<file path="src/rtl/vram_data_port.sv">
// Byte-addressed Wishbone window onto a 32-bit VRAM: auto-advancing pointer,
// byte write-through and a one-byte prefetch latch refilled after every move.
module vram_data_port #(
  parameter logic [3:0] RESET_INCR = 4'h1
) (
  input  logic        wb_clk_i,
  input  logic        wb_reset_i,
  input  logic        wb_strobe_i,
  input  logic        wb_write_i,
  input  logic [2:0]  wb_addr_i,
  input  logic [7:0]  wb_data_i,
  output logic [7:0]  wb_data_o,
  output logic        wb_ack_o,
  output logic        wb_stall_o,
  output logic [14:0] vram_addr_o,
  output logic [31:0] vram_data_o,
  output logic [3:0]  vram_be_o,
  output logic        vram_we_o,
  output logic        vram_strobe_o,
  input  logic        vram_ack_i,
  input  logic [31:0] vram_data_i
);

  typedef enum logic [1:0] {IDLE, WRITE, FETCH} state_t;

  state_t      state_q;
  logic [16:0] ptr_q;
  logic [3:0]  inc_q;
  logic        dec_q;
  logic [7:0]  pf_q;
  logic        ack_q;
  logic [7:0]  rdata_q;
  logic [14:0] vaddr_q;
  logic [31:0] vdata_q;
  logic [3:0]  vbe_q;
  logic        vwe_q;
  logic        vstb_q;

  logic        accept;
  logic [16:0] step;
  logic [16:0] ptr_adv;
  logic [16:0] ptr_wr_d;
  logic [7:0]  rd_mux;
  logic [7:0]  lane_byte;
  logic [3:0]  lane_onehot;

  assign accept = wb_strobe_i && (state_q == IDLE);

  always_comb begin
    step = '0;
    if (inc_q != 4'd0) step = 17'(1) << (inc_q - 4'd1);
    ptr_adv = dec_q ? (ptr_q - step) : (ptr_q + step);
  end

  always_comb begin
    ptr_wr_d = ptr_q;
    case (wb_addr_i)
      3'd0:    ptr_wr_d[7:0]  = wb_data_i;
      3'd1:    ptr_wr_d[15:8] = wb_data_i;
      3'd2:    ptr_wr_d[16]   = wb_data_i[0];
      default: ;
    endcase
  end

  always_comb begin
    rd_mux = '0;
    case (wb_addr_i)
      3'd0:    rd_mux = ptr_q[7:0];
      3'd1:    rd_mux = ptr_q[15:8];
      3'd2:    rd_mux = {inc_q, dec_q, 2'b00, ptr_q[16]};
      3'd3:    rd_mux = pf_q;
      default: rd_mux = '0;
    endcase
  end

  always_comb begin
    lane_byte   = vram_data_i[7:0];
    lane_onehot = 4'b0001;
    case (ptr_q[1:0])
      2'd0: begin lane_byte = vram_data_i[7:0];   lane_onehot = 4'b0001; end
      2'd1: begin lane_byte = vram_data_i[15:8];  lane_onehot = 4'b0010; end
      2'd2: begin lane_byte = vram_data_i[23:16]; lane_onehot = 4'b0100; end
      2'd3: begin lane_byte = vram_data_i[31:24]; lane_onehot = 4'b1000; end
      default: ;
    endcase
  end

  always_ff @(posedge wb_clk_i or posedge wb_reset_i) begin
    if (wb_reset_i) begin
      state_q <= IDLE;
      ptr_q   <= '0;
      inc_q   <= RESET_INCR;
      dec_q   <= 1'b0;
      pf_q    <= '0;
      ack_q   <= 1'b0;
      rdata_q <= '0;
      vaddr_q <= '0;
      vdata_q <= '0;
      vbe_q   <= '0;
      vwe_q   <= 1'b0;
      vstb_q  <= 1'b0;
    end else begin
      ack_q <= 1'b0;
      case (state_q)
        IDLE: begin
          if (accept) begin
            ack_q   <= 1'b1;
            rdata_q <= rd_mux;
            if (wb_write_i && (wb_addr_i <= 3'd2)) begin
              ptr_q <= ptr_wr_d;
              if (wb_addr_i == 3'd2) begin
                inc_q <= wb_data_i[7:4];
                dec_q <= wb_data_i[3];
              end
              state_q <= FETCH;
              vstb_q  <= 1'b1;
              vwe_q   <= 1'b0;
              vbe_q   <= 4'hF;
              vaddr_q <= ptr_wr_d[16:2];
            end else if (wb_write_i && (wb_addr_i == 3'd3)) begin
              // The write target lives in the VRAM output registers, so ptr_q can advance now.
              ptr_q   <= ptr_adv;
              state_q <= WRITE;
              vstb_q  <= 1'b1;
              vwe_q   <= 1'b1;
              vbe_q   <= lane_onehot;
              vaddr_q <= ptr_q[16:2];
              vdata_q <= {4{wb_data_i}};
            end else if (!wb_write_i && (wb_addr_i == 3'd3)) begin
              ptr_q   <= ptr_adv;
              state_q <= FETCH;
              vstb_q  <= 1'b1;
              vwe_q   <= 1'b0;
              vbe_q   <= 4'hF;
              vaddr_q <= ptr_adv[16:2];
            end
          end
        end
        WRITE: begin
          if (vram_ack_i) begin
            state_q <= FETCH;
            vwe_q   <= 1'b0;
            vbe_q   <= 4'hF;
            vaddr_q <= ptr_q[16:2];
            vdata_q <= '0;
          end
        end
        FETCH: begin
          if (vram_ack_i) begin
            pf_q    <= lane_byte;
            state_q <= IDLE;
            vstb_q  <= 1'b0;
            vwe_q   <= 1'b0;
            vbe_q   <= '0;
            vaddr_q <= '0;
            vdata_q <= '0;
          end
        end
        default: state_q <= IDLE;
      endcase
    end
  end

  assign wb_stall_o    = (state_q != IDLE);
  assign wb_ack_o      = ack_q;
  assign wb_data_o     = rdata_q;
  assign vram_addr_o   = vaddr_q;
  assign vram_data_o   = vdata_q;
  assign vram_be_o     = vbe_q;
  assign vram_we_o     = vwe_q;
  assign vram_strobe_o = vstb_q;

endmodule

</file>
<file path="config.mk">
export PLATFORM = sky130hd
export DESIGN_NAME = vram_data_port
export DESIGN_NICKNAME = d
export VERILOG_FILES = /design/src/rtl/vram_data_port.sv
export SDC_FILE = /design/constraint.sdc
export NUM_CORES = 1
export LEC_CHECK = 0
export CELL_PAD_IN_SITES_DETAIL_PLACEMENT = 1
export CELL_PAD_IN_SITES_GLOBAL_PLACEMENT = 2
export CORE_UTILIZATION = 34
export CTS_CLUSTER_SIZE = 12
export DETAILED_ROUTE_END_ITERATION = 10
export GPL_ROUTABILITY_DRIVEN = 0
export PLACE_DENSITY = 0.95
export SYNTH_ARGS = -nofsm -noshare
export SYNTH_HDL_FRONTEND = slang
export SYNTH_SLANG_ARGS = --single-unit
</file>
<file path="constraint.sdc">
create_clock -name wb_clk_i -period 7.9 [get_ports wb_clk_i]
set_input_delay 2.37 -clock wb_clk_i [delete_from_list [all_inputs] [get_ports wb_clk_i]]
set_output_delay 2.37 -clock wb_clk_i [all_outputs]
set_load 0.05 [all_outputs]
</file>
==> qor.log <==
INFO  timing         worst-slew-pin-transition=0.965ns
INFO  placement      io_buffer_count=110
INFO  drt            vias_per_cell=5.93
INFO  global_routing grt.busiest_layer=met2
INFO  critical_path  worst-endpoint-arrival=5.11ns
INFO  global_routing gr-usage-met2=39.4%
INFO  floorplanning  core-area=15400um2
INFO  critical_path  critical_path.endpoint_type=flip-flop
INFO  timing         period_needed=4.83ns
INFO  synth          synth.lib_cells_used.distinct=67
INFO  synth          synth_edf_count=0
INFO  timing         finalCritPeriodShare=61.2%
INFO  timing         relSlewSlack=35.4%
INFO  critical_path  start_to_end_type_of_the_worst_setup_path=in -> reg
INFO  timing         achievable_freq=207MHz
INFO  global_routing maximum_number_of_pins_on_one_net_before_global_route_repair=71
INFO  placement      placed_cell_areas=6470um2
INFO  cts            cts_tree=built
INFO  timing         unrepaired_setup_endpoints_after_global_routing=false
INFO  floorplanning  die-area=16500um2
INFO  final_layout   fin_area=6750um2
INFO  cts            cts_resized=0
INFO  drt            vias=5352
INFO  synth          synth.yosys.warnings=0
INFO  critical_path  setup.worst_path.start_class=input pin
INFO  global_routing groute.usage.overall=23.6%
INFO  synth          syn_nets=699
INFO  worst_hold_path endpoint_of_the_worst_hold_path=vram_be_o[0]
INFO  cts            clock-sinks=70
INFO  cts            cts_buffer_depth=2
INFO  synth          post-synth-top-area-cell=sky130_fd_sc_hd__dfrtp_1
INFO  final_layout   layout-area-overhead-vs-synth=24.1%
INFO  synth          mappedNetlistArea=5440um2
INFO  synth          synth_flop_cell=sky130_fd_sc_hd__dfrtp_1
INFO  worst_hold_path worstHoldPathCells=2
INFO  drt            drc=0
INFO  floorplanning  die_width=128um
INFO  cts            cts.root.buffer_cell=sky130_fd_sc_hd__clkbuf_16
INFO  drt            drt_pre_antenna_iters=5
INFO  placement      place_hpwl=14.5mm
INFO  worst_hold_path min_path_type=reg -> reg
INFO  final_layout   drive_above_1_share=10.1%
INFO  timing         timing.final.max_slew_violations=0
INFO  final_layout   finish.net_count=758
INFO  critical_path  crit-reg2reg-capture=ptr_q[16]
INFO  floorplanning  die_y=128um
INFO  final_layout   insertedDiodeCount=0
INFO  critical_path  r2r.worst_path.cells=14
INFO  cts            cts.reportedPaths.clkPinSlew=0.05ns
INFO  cts            post_cts_buffers=0
INFO  global_routing antenna_found_initial=0
INFO  status         run_status=completed
INFO  global_routing met1_capacity_usage_during_global_routing=31.1%
INFO  floorplanning  io-pin-count=111
INFO  drt            antenna_violating_nets_post_route=0
INFO  timing         timing.setup.tns=0ns
INFO  global_routing met3_usage=4.28%
INFO  cts            worst_skew_pair.late_latency=0.34ns
INFO  synth          postSynthCellCount=629
INFO  drt            first_iter_violations=373
INFO  synth          ys_seq_area_share=32.2%
INFO  synth          netlist.area_leader.share=31.7%
INFO  critical_path  reg2reg_setup_slack=3.59ns
INFO  cts            h_tree_level_count=3
INFO  worst_hold_path startpoint_of_the_lowest_slack_hold_path=vram_be_o[0]
INFO  cts            cts_hold_buffers=0
INFO  critical_path  crit_required=8.18ns
INFO  cts            cts-buffers-inserted=9
INFO  timing         timing.clock.skew=0.00731ns
INFO  synth          synthTopCellsByArea=sky130_fd_sc_hd__dfrtp_1, sky130_fd_sc_hd__mux4_2, sky130_fd_sc_hd__nand2_1
INFO  global_routing global_route_wire_length_before_repair=29.7mm
INFO  timing         setup-violations-final=0
INFO  synth          postSynthRegisterBits=70
INFO  critical_path  r2r-start=inc_q[3]
INFO  floorplanning  placement_rows=45
INFO  synth          async_set_or_reset_flop_fraction_in_the_synthesized_netlist=100%
INFO  drt            detail_route.wirelength=19.3mm
INFO  final_layout   fin_cells=902
INFO  placement      dp_cells=888
INFO  floorplanning  initial_util=35.3%
INFO  global_routing first_global_vias=5290
INFO  global_routing grt_overflow=0
INFO  job            cap_viol_max_count=0
INFO  synth          syn-mean-instance-area=8.65um2
INFO  drt            average_routed_wire_per_standard_cell=21.4um
INFO  critical_path  timing.critical_path.fanout_max=20
INFO  timing         hold_viol=0
## how the worst max path moves through the flow
stage	from	endpoint	cells past startpoint
floorplan	wb_reset_i	dec_q	1
global placement	wb_addr_i[1]	vram_addr_o[11]	7
detailed placement	wb_addr_i[1]	vram_addr_o[11]	7
CTS	wb_addr_i[1]	vram_addr_o[11]	7
global route	wb_addr_i[1]	ptr_q[13]	6
finish	wb_addr_i[1]	vram_addr_o[11]	7
## state kept, by name, summed over array words and instances, names as in the netlist, 2 cells and up
name,count
inc_q,4
pf_q,8
ptr_q,17
state_q,2
vram_addr_o,15
vram_be_o,4
vram_data_o,8
wb_data_o,8
## synth_stat cells (7+ instances only)
master and number:
sky130_fd_sc_hd__buf_2 16, sky130_fd_sc_hd__o211ai_1 7, sky130_fd_sc_hd__mux4_2 14, sky130_fd_sc_hd__o22ai_1 7
sky130_fd_sc_hd__inv_1 18, sky130_fd_sc_hd__nand3_1 23, sky130_fd_sc_hd__o21a_1 7, sky130_fd_sc_hd__nand2b_1 7
sky130_fd_sc_hd__nor2_1 44, sky130_fd_sc_hd__mux2_2 17, sky130_fd_sc_hd__nor3_1 11, sky130_fd_sc_hd__clkbuf_1 22
sky130_fd_sc_hd__ha_1 21, sky130_fd_sc_hd__a221oi_1 7, sky130_fd_sc_hd__dfrtp_1 69, sky130_fd_sc_hd__a31oi_1 11
sky130_fd_sc_hd__o21ai_0 40, sky130_fd_sc_hd__mux2i_1 9, sky130_fd_sc_hd__a22o_1 11, sky130_fd_sc_hd__a21oi_1 54
sky130_fd_sc_hd__nand2_1 80, sky130_fd_sc_hd__buf_4 25, sky130_fd_sc_hd__nor2b_1 7, sky130_fd_sc_hd__xor2_1 10
## cells in the final DEF, fill, tap and decap left out, types with 9 or more instances in the layout
cell type / n
sky130_fd_sc_hd__a21oi_1: 54
sky130_fd_sc_hd__a22o_1: 11
sky130_fd_sc_hd__a31oi_1: 11
sky130_fd_sc_hd__clkbuf_16: 9
sky130_fd_sc_hd__clkdlybuf4s50_1: 110
sky130_fd_sc_hd__dfrtp_1: 69
sky130_fd_sc_hd__ha_1: 21
sky130_fd_sc_hd__inv_1: 17
sky130_fd_sc_hd__mux2_2: 17
sky130_fd_sc_hd__mux2i_1: 9
sky130_fd_sc_hd__mux4_2: 14
sky130_fd_sc_hd__nand2_1: 80
sky130_fd_sc_hd__nand3_1: 23
sky130_fd_sc_hd__nor2_1: 44
sky130_fd_sc_hd__nor3_1: 11
sky130_fd_sc_hd__o21ai_0: 40
sky130_fd_sc_hd__xor2_1: 10
## cells by family (layout without fill, tap and decap cells)
logic type,Yosys count,in the layout,share of synthesized area [%]
XOR/XNOR,13,13,2.23
multiplexers,40,40,11.0
AND/OR/NAND/NOR,199,199,16.7
adder cells (fa/ha/maj),22,22,5.20
buffers and inverters,85,147,7.96
flip-flops,70,70,32.2
AO/OA/AOI/OAI,200,200,24.7
## per-layer routing
metal / share of wire, % / wire length (um) / vias to the layer above
li1: - / - / 2397
met5: 0 / 0 / -
met1: 43 / 8350 / 2704
met3: 6.5 / 1250 / 34
met4: 2.4 / 465 / 0
met2: 48 / 9200 / 217
## area by class of cell
| type | instances | area, um2 |
|---|---|---|
| Timing Repair Buffer | 114 | 1130 |
| Tap cell | 211 | 264 |
| Multi-Input combinational cell | 474 | 3260 |
| Inverter | 19 | 71.3 |
| Sequential cell | 70 | 1750 |
| Fill cell | 1808 | 8680 |
| Clock inverter | 1 | 5.00 |
| Clock buffer | 13 | 270 |
## worst max-delay path: stages
cell and delay [ns]:
sky130_fd_sc_hd__clkdlybuf4s50_1 1.10, sky130_fd_sc_hd__a21oi_1 0.25, sky130_fd_sc_hd__o21ai_2 0.32, sky130_fd_sc_hd__o211a_1 0.59, sky130_fd_sc_hd__nand2_1 0.09, sky130_fd_sc_hd__or3_1 0.32
sky130_fd_sc_hd__nand3_1 0.07
## stage by stage
stage          hold WS (ns)  utilization [%]  setup WS [ns]
2_1_floorplan         0.474                -           3.76
3_3_place_gp          0.464             42.0           2.85
3_5_place_dp          0.482             42.0           2.78
4_1_cts               0.493             43.8           3.12
5_1_grt               0.531             43.8           2.85
6_report              0.484             43.8           3.07
Power is not shown: default switching activity piles up to over one toggle a cycle in this logic, so the estimate is an artifact.
